### src/rtl/mem_pkg.sv
// Shared constants and encodings for the block-copy engine and its 128x8 memory.
package mem_pkg;

  localparam int ADDR_W    = 7;
  localparam int DATA_W    = 8;
  localparam int MEM_DEPTH = 128;

  typedef enum logic [2:0] {
    ST_IDLE  = 3'd0,
    ST_READ  = 3'd1,
    ST_WRITE = 3'd2,
    ST_FILL  = 3'd3,
    ST_DONE  = 3'd4
  } state_e;

  localparam logic MODE_COPY = 1'b0;
  localparam logic MODE_FILL = 1'b1;

endpackage

### src/rtl/mem_block_copy.sv
// Block copy / constant fill engine driving a single-port memory with a one-cycle registered read.
module mem_block_copy #(
  parameter int ADDR_W = 7,
  parameter int DATA_W = 8
) (
  input  logic              clk,
  input  logic              rst,
  input  logic              start,
  input  logic              mode,
  input  logic [ADDR_W-1:0] src,
  input  logic [ADDR_W-1:0] dst,
  input  logic [ADDR_W:0]   len,
  input  logic [DATA_W-1:0] pattern,
  output logic              busy,
  output logic              done,
  output logic              mem_ren,
  output logic              mem_wen,
  output logic [ADDR_W-1:0] mem_addr,
  output logic [DATA_W-1:0] mem_din,
  input  logic [DATA_W-1:0] mem_dout
);
  import mem_pkg::*;

  localparam logic [ADDR_W-1:0] ONE_A = {{(ADDR_W-1){1'b0}}, 1'b1};
  localparam logic [ADDR_W:0]   ONE_C = {{ADDR_W{1'b0}}, 1'b1};

  state_e            state_q;
  logic              busy_q, done_q, ren_q, wen_q, desc_q;
  logic [ADDR_W-1:0] addr_q, src_ptr_q, dst_ptr_q;
  logic [ADDR_W:0]   cnt_q;
  logic [DATA_W-1:0] pat_q;

  logic [ADDR_W-1:0] dist_d, len_m1_d, src_first_d, dst_first_d, src_step_d, dst_step_d;
  logic [ADDR_W:0]   cnt_dec_d;
  logic              desc_d, last_d;

  // Destination ahead of source inside the window: copy from the top end down.
  assign dist_d      = dst - src;
  assign desc_d      = (dist_d != '0) && ({1'b0, dist_d} < len);
  assign len_m1_d    = len[ADDR_W-1:0] - ONE_A;
  assign src_first_d = desc_d ? (src + len_m1_d) : src;
  assign dst_first_d = desc_d ? (dst + len_m1_d) : dst;
  assign src_step_d  = desc_q ? (src_ptr_q - ONE_A) : (src_ptr_q + ONE_A);
  assign dst_step_d  = desc_q ? (dst_ptr_q - ONE_A) : (dst_ptr_q + ONE_A);
  assign cnt_dec_d   = cnt_q - ONE_C;
  assign last_d      = (cnt_q == ONE_C);

  always_ff @(posedge clk) begin
    if (rst) begin
      state_q   <= ST_IDLE;
      busy_q    <= 1'b0;
      done_q    <= 1'b0;
      ren_q     <= 1'b0;
      wen_q     <= 1'b0;
      desc_q    <= 1'b0;
      addr_q    <= '0;
      src_ptr_q <= '0;
      dst_ptr_q <= '0;
      cnt_q     <= '0;
      pat_q     <= '0;
    end else begin
      case (state_q)
        ST_IDLE: begin
          if (start) begin
            cnt_q  <= len;
            pat_q  <= pattern;
            busy_q <= 1'b1;
            if (len == '0) begin
              state_q <= ST_DONE;
              done_q  <= 1'b1;
            end else if (mode == MODE_FILL) begin
              state_q   <= ST_FILL;
              desc_q    <= 1'b0;
              dst_ptr_q <= dst;
              wen_q     <= 1'b1;
              addr_q    <= dst;
            end else begin
              state_q   <= ST_READ;
              desc_q    <= desc_d;
              src_ptr_q <= src_first_d;
              dst_ptr_q <= dst_first_d;
              ren_q     <= 1'b1;
              addr_q    <= src_first_d;
            end
          end
        end
        ST_READ: begin
          state_q <= ST_WRITE;
          ren_q   <= 1'b0;
          wen_q   <= 1'b1;
          addr_q  <= dst_ptr_q;
        end
        ST_WRITE: begin
          src_ptr_q <= src_step_d;
          dst_ptr_q <= dst_step_d;
          cnt_q     <= cnt_dec_d;
          wen_q     <= 1'b0;
          if (last_d) begin
            state_q <= ST_DONE;
            done_q  <= 1'b1;
            addr_q  <= '0;
          end else begin
            state_q <= ST_READ;
            ren_q   <= 1'b1;
            addr_q  <= src_step_d;
          end
        end
        ST_FILL: begin
          dst_ptr_q <= dst_step_d;
          cnt_q     <= cnt_dec_d;
          if (last_d) begin
            state_q <= ST_DONE;
            done_q  <= 1'b1;
            wen_q   <= 1'b0;
            addr_q  <= '0;
          end else begin
            addr_q <= dst_step_d;
          end
        end
        ST_DONE: begin
          state_q <= ST_IDLE;
          done_q  <= 1'b0;
          busy_q  <= 1'b0;
        end
        default: begin
          state_q <= ST_IDLE;
          busy_q  <= 1'b0;
          done_q  <= 1'b0;
          ren_q   <= 1'b0;
          wen_q   <= 1'b0;
          addr_q  <= '0;
        end
      endcase
    end
  end

  assign busy     = busy_q;
  assign done     = done_q;
  assign mem_ren  = ren_q;
  assign mem_wen  = wen_q;
  assign mem_addr = addr_q;
  // Read data flows straight from the memory's output register into the write port.
  assign mem_din  = (state_q == ST_WRITE) ? mem_dout :
                    (state_q == ST_FILL)  ? pat_q    : '0;

endmodule

### config.mk
export PLATFORM = sky130hd
export DESIGN_NAME = mem_block_copy
export DESIGN_NICKNAME = d
export VERILOG_FILES = /design/src/rtl/mem_pkg.sv /design/src/rtl/mem_block_copy.sv
export SDC_FILE = /design/constraint.sdc
export NUM_CORES = 1
export LEC_CHECK = 0
export ABC_AREA = 1
export BUFFER_PORTS_ARGS = -buffer_cell sky130_fd_sc_hd__clkbuf_2
export CAP_MARGIN = 20
export CORE_ASPECT_RATIO = 1.75
export CORE_MARGIN = 5
export CORE_UTILIZATION = 59
export CTS_CLUSTER_DIAMETER = 200
export DETAILED_ROUTE_END_ITERATION = 12
export MAX_ROUTING_LAYER = met4
export PLACE_DENSITY = 0.93
export RECOVER_POWER = 50
export SYNTH_ARGS = -nofsm -noshare
export SYNTH_HDL_FRONTEND = slang
export SYNTH_SLANG_ARGS = --single-unit
### constraint.sdc
create_clock -name clk -period 3.8 [get_ports clk]
set_input_delay 0.76 -clock clk [delete_from_list [all_inputs] [get_ports clk]]
set_output_delay 0.76 -clock clk [all_outputs]
set_load 0.005 [all_outputs]
* Yosys cells after proc, flatten, opt, wreduce, memory -nomap -nowiden
Index checks and enable logic that the tools add are counted.
** Storage, ports and cells
- Flip-flop bits (word level) :: 45
- Bits of input ports :: 42
- Output and inout port bits :: 19
- Logic and storage cells :: 104
** Operators by class
- $add $sub $neg :: 9
- Magnitude comparators :: 1
- Eq/ne operators :: 13
- Muxes and demuxes :: 45
- Bitwise logic cells :: 5
- Reduce and logical (&&, ||, !) cells :: 20
** Operators by type and width (count)
- 7-bit 2-to-1 mux :: 15
- 7-bit one-hot mux with 5 select lines :: 1
- 7-bit one-hot mux with 2 select lines :: 2
- 8-bit 2-to-1 mux :: 3
- 7-bit by 1-bit subtractor with 7-bit output (second input constant) :: 3
- 8-bit one-hot mux with 2 select lines :: 1
- 7-bit by 1-bit adder with 7-bit output (second input constant) :: 2
- 7-bit adder :: 2
- 2-bit inequality test (second input constant) :: 7
- 1-bit 2-to-1 mux :: 13
- 3-bit 2-to-1 mux :: 4
- 3-bit one-hot mux with 4 select lines :: 1
- 5-bit AND reduction :: 2
- 3-bit AND reduction :: 3
- 8-bit by 1-bit == test with 1-bit output (second input constant) :: 1
- 8-bit logical NOT :: 1
- 7-bit by 8-bit < comparator with 1-bit output :: 1
- 2-bit AND reduction :: 4
- 4-bit AND reduction :: 2
- 8-bit by 1-bit subtractor with 8-bit output (second input constant) :: 1
- 7-bit nonzero test :: 1
- 7-bit subtractor :: 1
- 3-bit by 2-bit == test with 1-bit output (second input constant) :: 2
- 1-bit one-hot mux with 3 select lines :: 2
- other kinds (12) :: 18

* Logic depth before layout (Yosys ltp)
Gate-level depths: netlist (run 1).
- Depth after elaboration :: 8
- Mapped depth :: 20
- Mapped depth without buffers :: 20

* Least setup slack after synthesis (run 1)
No wires, ideal clock.
- Path type :: in2reg
- Start point :: input dst[0]
- End point :: register dst_ptr_q[1]
- Setup time :: 122 ps
- Arrival :: 3070 ps
- Required time :: 3678 ps
- Slack :: 608 ps
- Stages on the path :: 16
- Buffers on the path :: 0
- Cells stage by stage :: inv_1 -> ha_1 -> inv_1 -> fa_1 -> nand3_1 -> nand4_1 -> nand2_1 -> inv_1 -> ha_1 -> nand2_1 -> o21ai_0 -> a21oi_2 -> nand3_2 -> or2_0 -> o211ai_1 -> a21oi_1
** Between the ends
- Word-level cells in the longest chain between the ends :: 8
- Elaborated cells between the ends (all ways) :: 10
- Those cells by class :: add/sub (2); order compare (1); mux (5); reduce/logical (2)
** RTL lines
- from (decl) :: RTL line mem_block_copy.sv:11 : input logic [ADDR_W-1:0] dst,
- 7-bit subtractor :: RTL line mem_block_copy.sv:38 : assign dist_d = dst - src;
- 7-bit by 8-bit < comparator with 1-bit output / 7-bit nonzero test (equally long branches) :: RTL line mem_block_copy.sv:39 : assign desc_d = (dist_d != '0) && ({1'b0, dist_d} < len);
- 1-bit logical AND :: RTL line mem_block_copy.sv:39
- 7-bit 2-to-1 mux (*) :: RTL line mem_block_copy.sv:42 : assign dst_first_d = desc_d ? (dst + len_m1_d) : dst;
- 7-bit 2-to-1 mux (*) :: RTL line mem_block_copy.sv:71 : end else if (mode == MODE_FILL) begin
- 7-bit 2-to-1 mux (*) :: RTL line mem_block_copy.sv:68 : if (len == '0) begin
- 7-bit 2-to-1 mux (*) :: RTL line mem_block_copy.sv:64 : if (start) begin
- 7-bit one-hot mux with 2 select lines (*) :: RTL line mem_block_copy.sv:62 : case (state_q)
- to (signal assigned) :: RTL line mem_block_copy.sv:74 : dst_ptr_q <= dst;
- to (signal assigned) :: RTL line mem_block_copy.sv:81 : dst_ptr_q <= dst_first_d;
- to (signal assigned) :: RTL line mem_block_copy.sv:95 : dst_ptr_q <= dst_step_d;
- to (decl) :: RTL line mem_block_copy.sv:29 : logic [ADDR_W-1:0] addr_q, src_ptr_q, dst_ptr_q;
Mark *: on every way between the ends. The rest lies on a longest branch, timed or not. The select of a mux whose other input is x is not followed.
A chain may end at the register's enable or synchronous reset.

* Worst setup path in the final report (run 1)
Same ends and word-level chain as after synthesis.

==> metrics.md, run 1 <==
| Metric | Value |
|---|---|
| Status | `finished clean` |
| Reg2Reg Depth | `8` |
| Clk sinks | `45` |
| Final Total Pwr | `3100 µW` |
| Max-cap check violation count | `0` |
| Die area | `8890 µm²` |
| Worst Setup End Kind | `register` |
| Congestion Overflow GR | `0` |
| CTS buffer count | `5` |
| H-tree levels | `2` |
| DRC Markers | `0` |
| Mapped Cells | `641` |
| Hold Path Sink | `pat_q[0]` |
| Lkg Pwr | `0.00238 µW` |
| Headroom to the max-slew limit | `32.7%` |
| Sequential element share of the synthesized area | `21.7%` |
| Routed len/inst | `15.7 µm` |
| Diodes inserted | `0` |
| Fin crit share | `89.8%` |
| Commonest non-fill, non-tap cell in the layout | `nand2_1` |
| Routed wire length | `12300 µm` |
| Post-DR vias/cell | `5.82` |
| Setup fix buffers added after clock tree synthesis | `0` |
| Met3 Use GR | `3.23%` |
| Setup-failing EPs final | `0` |
| GR Util All Layers | `28.7%` |
| R2R Setup Slk | `1280 ps` |
| Worst hold path type | `register to register` |
| Hold_sp | `pat_q[0]` |
| Switch Pwr | `1520 µW` |
| Initial antenna violation count | `0` |
| Final max-slew violation count | `0` |
| CP Launch Type | `input pin` |
| Die W | `73.5 µm` |
| Cell Int Power | `1590 µW` |
| Clk_lat worst skew | `290 ps` |
| FMAX | `0.293 GHz` |
| RSZ-0062 raised after global routing | `false` |
| Synth Area per Inst | `6.49 µm²` |
| CP Class | `input pin to register` |
| Count of different cell masters after synthesis | `48` |
| Post-synth EDFFs | `0` |
| Post-CTS sizing | `0` |
| Setup TNS | `0 ps` |
| Worst-path maximum fanout | `10` |
| Async set-reset flop share out of synthesis | `0%` |
| Clock-pin slew on the worst setup and hold paths | `60 ps` |
| Part of the power in the clock network | `16.3%` |
| CTS tree | `built` |
| CP required | `3980 ps` |
| Met2 Use GR | `51.6%` |
| Hold Path Cell Cnt | `2` |
| Switching share of power | `48.9%` |
| Post-DP HPWL | `9840 µm` |
| Most crowded layer after global routing | `met2` |
| DRT antenna net count | `0` |
| VDD IR-drop max | `0.000378 V` |
| I/O pin cnt | `61` |
| Synth Flop Type | `dfxtp_1` |
| Sequential Power Share | `27.2%` |
| Clock root cell | `clkbuf_16` |
| Port Buffers | `60` |
| DRT iter0 DRCs | `323` |
| First-pass GRT wire length | `19800 µm` |
| Row count | `40` |
| # nets final | `782` |
| DR pass1 iterations | `5` |
| Synth Cell Area | `4160 µm²` |
| Crit. Startpoint | `dst[0]` |
| DR vias | `4551` |
| Tmin final | `3410 ps` |
| Worst-Margin Slew | `1000 ps` |
| Hold Fails Final Rpt | `0` |
| Comb pwr share | `56.5%` |
| Chip Height | `121 µm` |
| P&R area growth vs syn | `11.7%` |
| Longest Clk Path Bufs | `2` |
| Vias in the first global route | `4385` |
| Yosys warns | `0` |
| FF+latch count, synth | `45` |
| R2R Path Start | `desc_q` |
| Synthesized Nets | `726` |
| Filler Cell Count | `599` |
| Met1 Use GR | `28.5%` |
| Share of cells above drive strength 1 | `11.9%` |
| Clock Skews | `6.88 ps` |
| Worst r2r dst | `mem_addr[2]` |
| Largest net degree at the start of global routing | `27` |
| Gpl congestion | `1.05` |
| PwrDens | `668 nW/µm²` |
| Initial Utilization | `60.6%` |
| CORE AREA | `6860 µm²` |
| Cts hold-fix bufs | `0` |
| Commonest non-fill, non-tap cells in the layout | `nand2_1, inv_1, a21oi_1, clkbuf_2, o21ai_0` |
| Arr. time, crit path | `3590 ps` |
-- worst max-delay path: stages --
cell	delay, ps
clkbuf_2	100
inv_1	110
ha_1	160
inv_1	70
fa_1	420
nand3_1	120
nand4_1	90
nand2_1	160
inv_1	60
ha_1	270
nand2_1	100
o21ai_0	130
a21oi_2	340
nand3_2	260
or2_0	280
o211ai_1	90
a21oi_1	80
-- flip-flops by register name, summed over array words and instances (netlist names) --
register and cells:
done 1, state_q 3, mem_ren 1, src_ptr_q 7, dst_ptr_q 7, desc_q 1
pat_q 8, mem_addr 7, cnt_q 8, busy 1, mem_wen 1
-- worst max path at each step --
stage / to / slack, ps / cells past startpoint
6_report: dst_ptr_q[1] / 390 / 17
5_1_grt: dst_ptr_q[1] / 130 / 17
4_1_cts: dst_ptr_q[1] / 430 / 17
3_5_place_dp: dst_ptr_q[1] / 130 / 17
3_3_place_gp: dst_ptr_q[1] / 280 / 17
2_1_floorplan: dst_ptr_q[1] / 610 / 16
-- synth_stat cells (all sizes together) (8+ instances only) --
cell | number | area, µm²
dfxtp | 45 | 901
nand3 | 42 | 233
clkbuf | 8 | 30.0
a21oi | 62 | 318
o21ai | 52 | 264
ha | 38 | 475
inv | 99 | 374
nand4 | 9 | 56.3
xor2 | 17 | 149
nor2 | 48 | 234
nand2 | 166 | 652
a31oi | 8 | 50.1
-- cell families (layout without fill, tap and decap cells) --
group / after synthesis / count (layout) / share of synthesized area (%)
xor gates and xnor gates: 23 / 23 / 4.84
buffers and inverters: 110 / 167 / 10.1
adders and majority gates: 43 / 43 / 13.8
and+or+nand+nor: 278 / 278 / 30.6
DFF: 45 / 45 / 21.7
AOI/OAI and AO/OA: 142 / 142 / 19.0
-- layout make-up --
type,instances,area [µm²],area share (%)
multi-input cells,486,2810,60.5
clock inverters,2,38.8,0.835
well taps,84,105,2.26
repair buffers,60,287,6.17
clock buffers,6,129,2.78
inverters,99,374,8.06
flip-flops and latches,45,901,19.4
-- routing by layer --
| metal | vias up | wire (µm) |
|---|---|---|
| met1 | 2064 | 4470 |
| met2 | 205 | 6510 |
| li1 | 2227 | - |
| met5 | - | 0 |
| met3 | 55 | 643 |
| met4 | 0 | 661 |
-- metrics by stage --
step	hold slack, ps	cell area [µm²]	worst slack (ps)	util, %	instances
floorplan	425	4160	608	-	641
global placement	435	4520	278	65.9	774
detailed placement	438	4520	131	65.9	774
CTS	448	4690	429	68.3	782
global route	478	4640	135	67.7	782
finish	451	4640	389	67.7	782
-- power groups by stage --
stage	registers (µW)	clock network (µW)	logic, µW
after floorplan	807	0	1310
after global placement	842	0	1700
after detailed placement	853	0	1740
after CTS	844	502	1760
after global routing	865	518	1960
final	844	506	1750
No activity file was read; power rests on OpenSTA's default activity.
==> run 2: changes to the inputs <==
--- a/config.mk
+++ b/config.mk
@@ -14,7 +14,7 @@
 export CTS_CLUSTER_DIAMETER = 200
 export DETAILED_ROUTE_END_ITERATION = 12
 export MAX_ROUTING_LAYER = met4
-export PLACE_DENSITY = 0.93
+export PLACE_DENSITY = 0.87
 export RECOVER_POWER = 50
 export SYNTH_ARGS = -nofsm -noshare
 export SYNTH_HDL_FRONTEND = slang
==> run 2 against run 1 <==
Design area grew 0.46%. Clock skew grew 0.53 ps. Maximum frequency grew 2.7%. Global-route usage grew 1.1 points. Largest power group unchanged.
==> metrics.md, run 2 (synthesized netlist as in run 1, its figures left out) <==
| Metric | Value |
|---|---|
| Status | `finished clean` |
| Die area | `8890 µm² (unchanged)` |
| CP Launch Type | `input pin` |
| P&R area growth vs syn | `12.2%` |
| Die W | `73.5 µm (unchanged)` |
| Worst-Margin Slew | `952 ps (-50.2 ps)` |
| Final core occ | `68.0% (+0.31 points)` |
| Routed length on met3 | `711 µm (+11%)` |
| I/O pin cnt | `61 (unchanged)` |
| VDD IR-drop max | `0.000295 V (-22%)` |
| Clock-pin slew on the worst setup and hold paths | `60 ps (about the same)` |
| Longest Clk Path Bufs | `2 (unchanged)` |
| H-tree levels | `2 (unchanged)` |
| Final hold slack | `448 ps (-2.76 ps)` |
| DR pass1 iterations | `6 (+1)` |
| Initial antenna violation count | `0 (unchanged)` |
| Post-CTS sizing | `0 (unchanged)` |
| Routed wire length | `12400 µm (+0.81%)` |
| Clk sinks | `45 (unchanged)` |
| Commonest non-fill, non-tap cell in the layout | `nand2_1` |
| Setup fix buffers added after clock tree synthesis | `0 (unchanged)` |
| Arr. time, crit path | `3540 ps (-50 ps)` |
| Setup-failing EPs final | `0 (unchanged)` |
| DRT iter0 DRCs | `394 (+22%)` |
| Worst-path maximum fanout | `10 (unchanged)` |
| PwrDens | `673 nW/µm² (+0.67%)` |
| CP required | `4020 ps (+40 ps)` |
| Cts hold-fix bufs | `0 (unchanged)` |
| Share of cells above drive strength 1 | `12.8% (+0.86 points)` |
| Headroom to the max-slew limit | `36.6% (+3.9 points)` |
| Diodes inserted | `0 (unchanged)` |
| Biggest regs | `cnt_q (8), pat_q (8)` |
| Lkg Pwr | `0.00240 µW (+0.85%)` |
| Vias in the first global route | `4468 (+1.9%)` |
| Post-DP HPWL | `9780 µm (-0.53%)` |
| FMAX | `0.301 GHz (+2.7%)` |
| Row count | `40 (unchanged)` |
| First-pass GRT wire length | `20300 µm (+2.5%)` |
| Clock root cell | `clkbuf_16` |
| DRT antenna net count | `0 (unchanged)` |
| Max Used Layer | `met4` |
| R2R Path Start | `desc_q` |
| GR Util All Layers | `29.8% (+1.1 points)` |
| Worst Setup End Kind | `register` |
| Initial Utilization | `60.6% (unchanged)` |
| Fin crit share | `87.4% (-2.4 points)` |
| RSZ-0062 raised after global routing | `false` |
| Gpl congestion | `1.08 (+2.9%)` |
| Clk_lat worst skew | `300 ps (about the same)` |
| Final Total Pwr | `3140 µW (+1.1%)` |
| CTS tree | `built` |
| Port Buffers | `60 (unchanged)` |
| Worst hold path type | `register to register` |
| Tmin final | `3320 ps (-90.3 ps)` |
| Post-DR vias/cell | `5.81 (-0.20%)` |
| Clock Skews | `7.41 ps (+0.529 ps)` |
| Largest net degree at the start of global routing | `27 (unchanged)` |
| Max-cap check violation count | `0 (unchanged)` |
| CTS buffer count | `5 (unchanged)` |
| CP Class | `input pin to register` |
| CORE AREA | `6860 µm² (unchanged)` |
| # nets final | `782 (unchanged)` |
| Congestion Overflow GR | `0 (unchanged)` |
| Hold Fails Final Rpt | `0 (unchanged)` |
| WL met1 | `4490 µm (+0.45%)` |
| Hold_sp | `pat_q[6]` |
| Final max-slew violation count | `0 (unchanged)` |
| Crit. Startpoint | `dst[0]` |
| Routed len/inst | `15.8 µm (+0.81%)` |
| Met2 Routed Length | `6540 µm (+0.43%)` |
| DR vias | `4542 (-0.20%)` |
| Commonest non-fill, non-tap cells in the layout | `nand2_1, inv_1, a21oi_1, clkbuf_2, o21ai_0` |
| Chip Height | `121 µm (unchanged)` |
| Setup TNS | `0 ps (unchanged)` |
| DRC Markers | `0 (unchanged)` |
[run 2: cell types whose count changed in the layout (fill, tap and decap cells not counted)]
cell and delta:
nor3_4 +1, nor3_1 -2, clkbuf_1 -3, o21ai_1 -1, nor3_2 +1, o21ai_0 +1, buf_1 -1, clkbuf_2 +4
[run 2: layer usage]
metal	up-vias	track usage, %
met4	0	18.4
met2	232	53.9
met5	-	-
li1	2228	-
met3	57	2.40
met1	2025	29.7
[run 2: worst paths after layout]
kind,cells after the start,to,slack [ps]
setup reg to reg,12,mem_addr[5],1180
hold / removal,2,pat_q[6],450
hold reg to reg,2,pat_q[6],450
setup / recovery,19,mem_addr[3],480
[run 2: report_power, final]
group / switching (µW) / total, µW / leakage, µW / internal (µW)
sequential: 178 / 847 / 0.000372 / 669
combinational: 1170 / 1790 / 0.00195 / 616
clock: 193 / 505 / 0.0000810 / 312
[run 2: stage by stage]
stage               instances  cell area, µm²  setup slack, ps
finish                    782            4660              479
global placement          774            4520              272
floorplan                 641            4160              608
global route              782            4660              220
detailed placement        774            4520              183
CTS                       782            4690              488
[run 2: area by class of cell]
class                           count  area (µm²)
Fill cell                         625        2190
Clock inverter                      2        38.8
Sequential cell                    45         901
Multi-Input combinational cell    486        2830
Clock buffer                        6         129
Tap cell                           84         105
Timing Repair Buffer               60         292
Inverter                           99         374
[run 2: critical path: stages]
cell and delay [ps]:
clkbuf_2 100, inv_1 100, ha_1 150, inv_1 70, fa_1 430, nand3_1 130, nand4_1 90, nand2_1 150
inv_1 60, ha_1 260, nand2_1 80, o21ai_0 100, a21oi_2 320, nand2_8 130, o21ai_2 180, nand2_1 70
nand2_1 130, nand2_1 90, a21oi_2 130
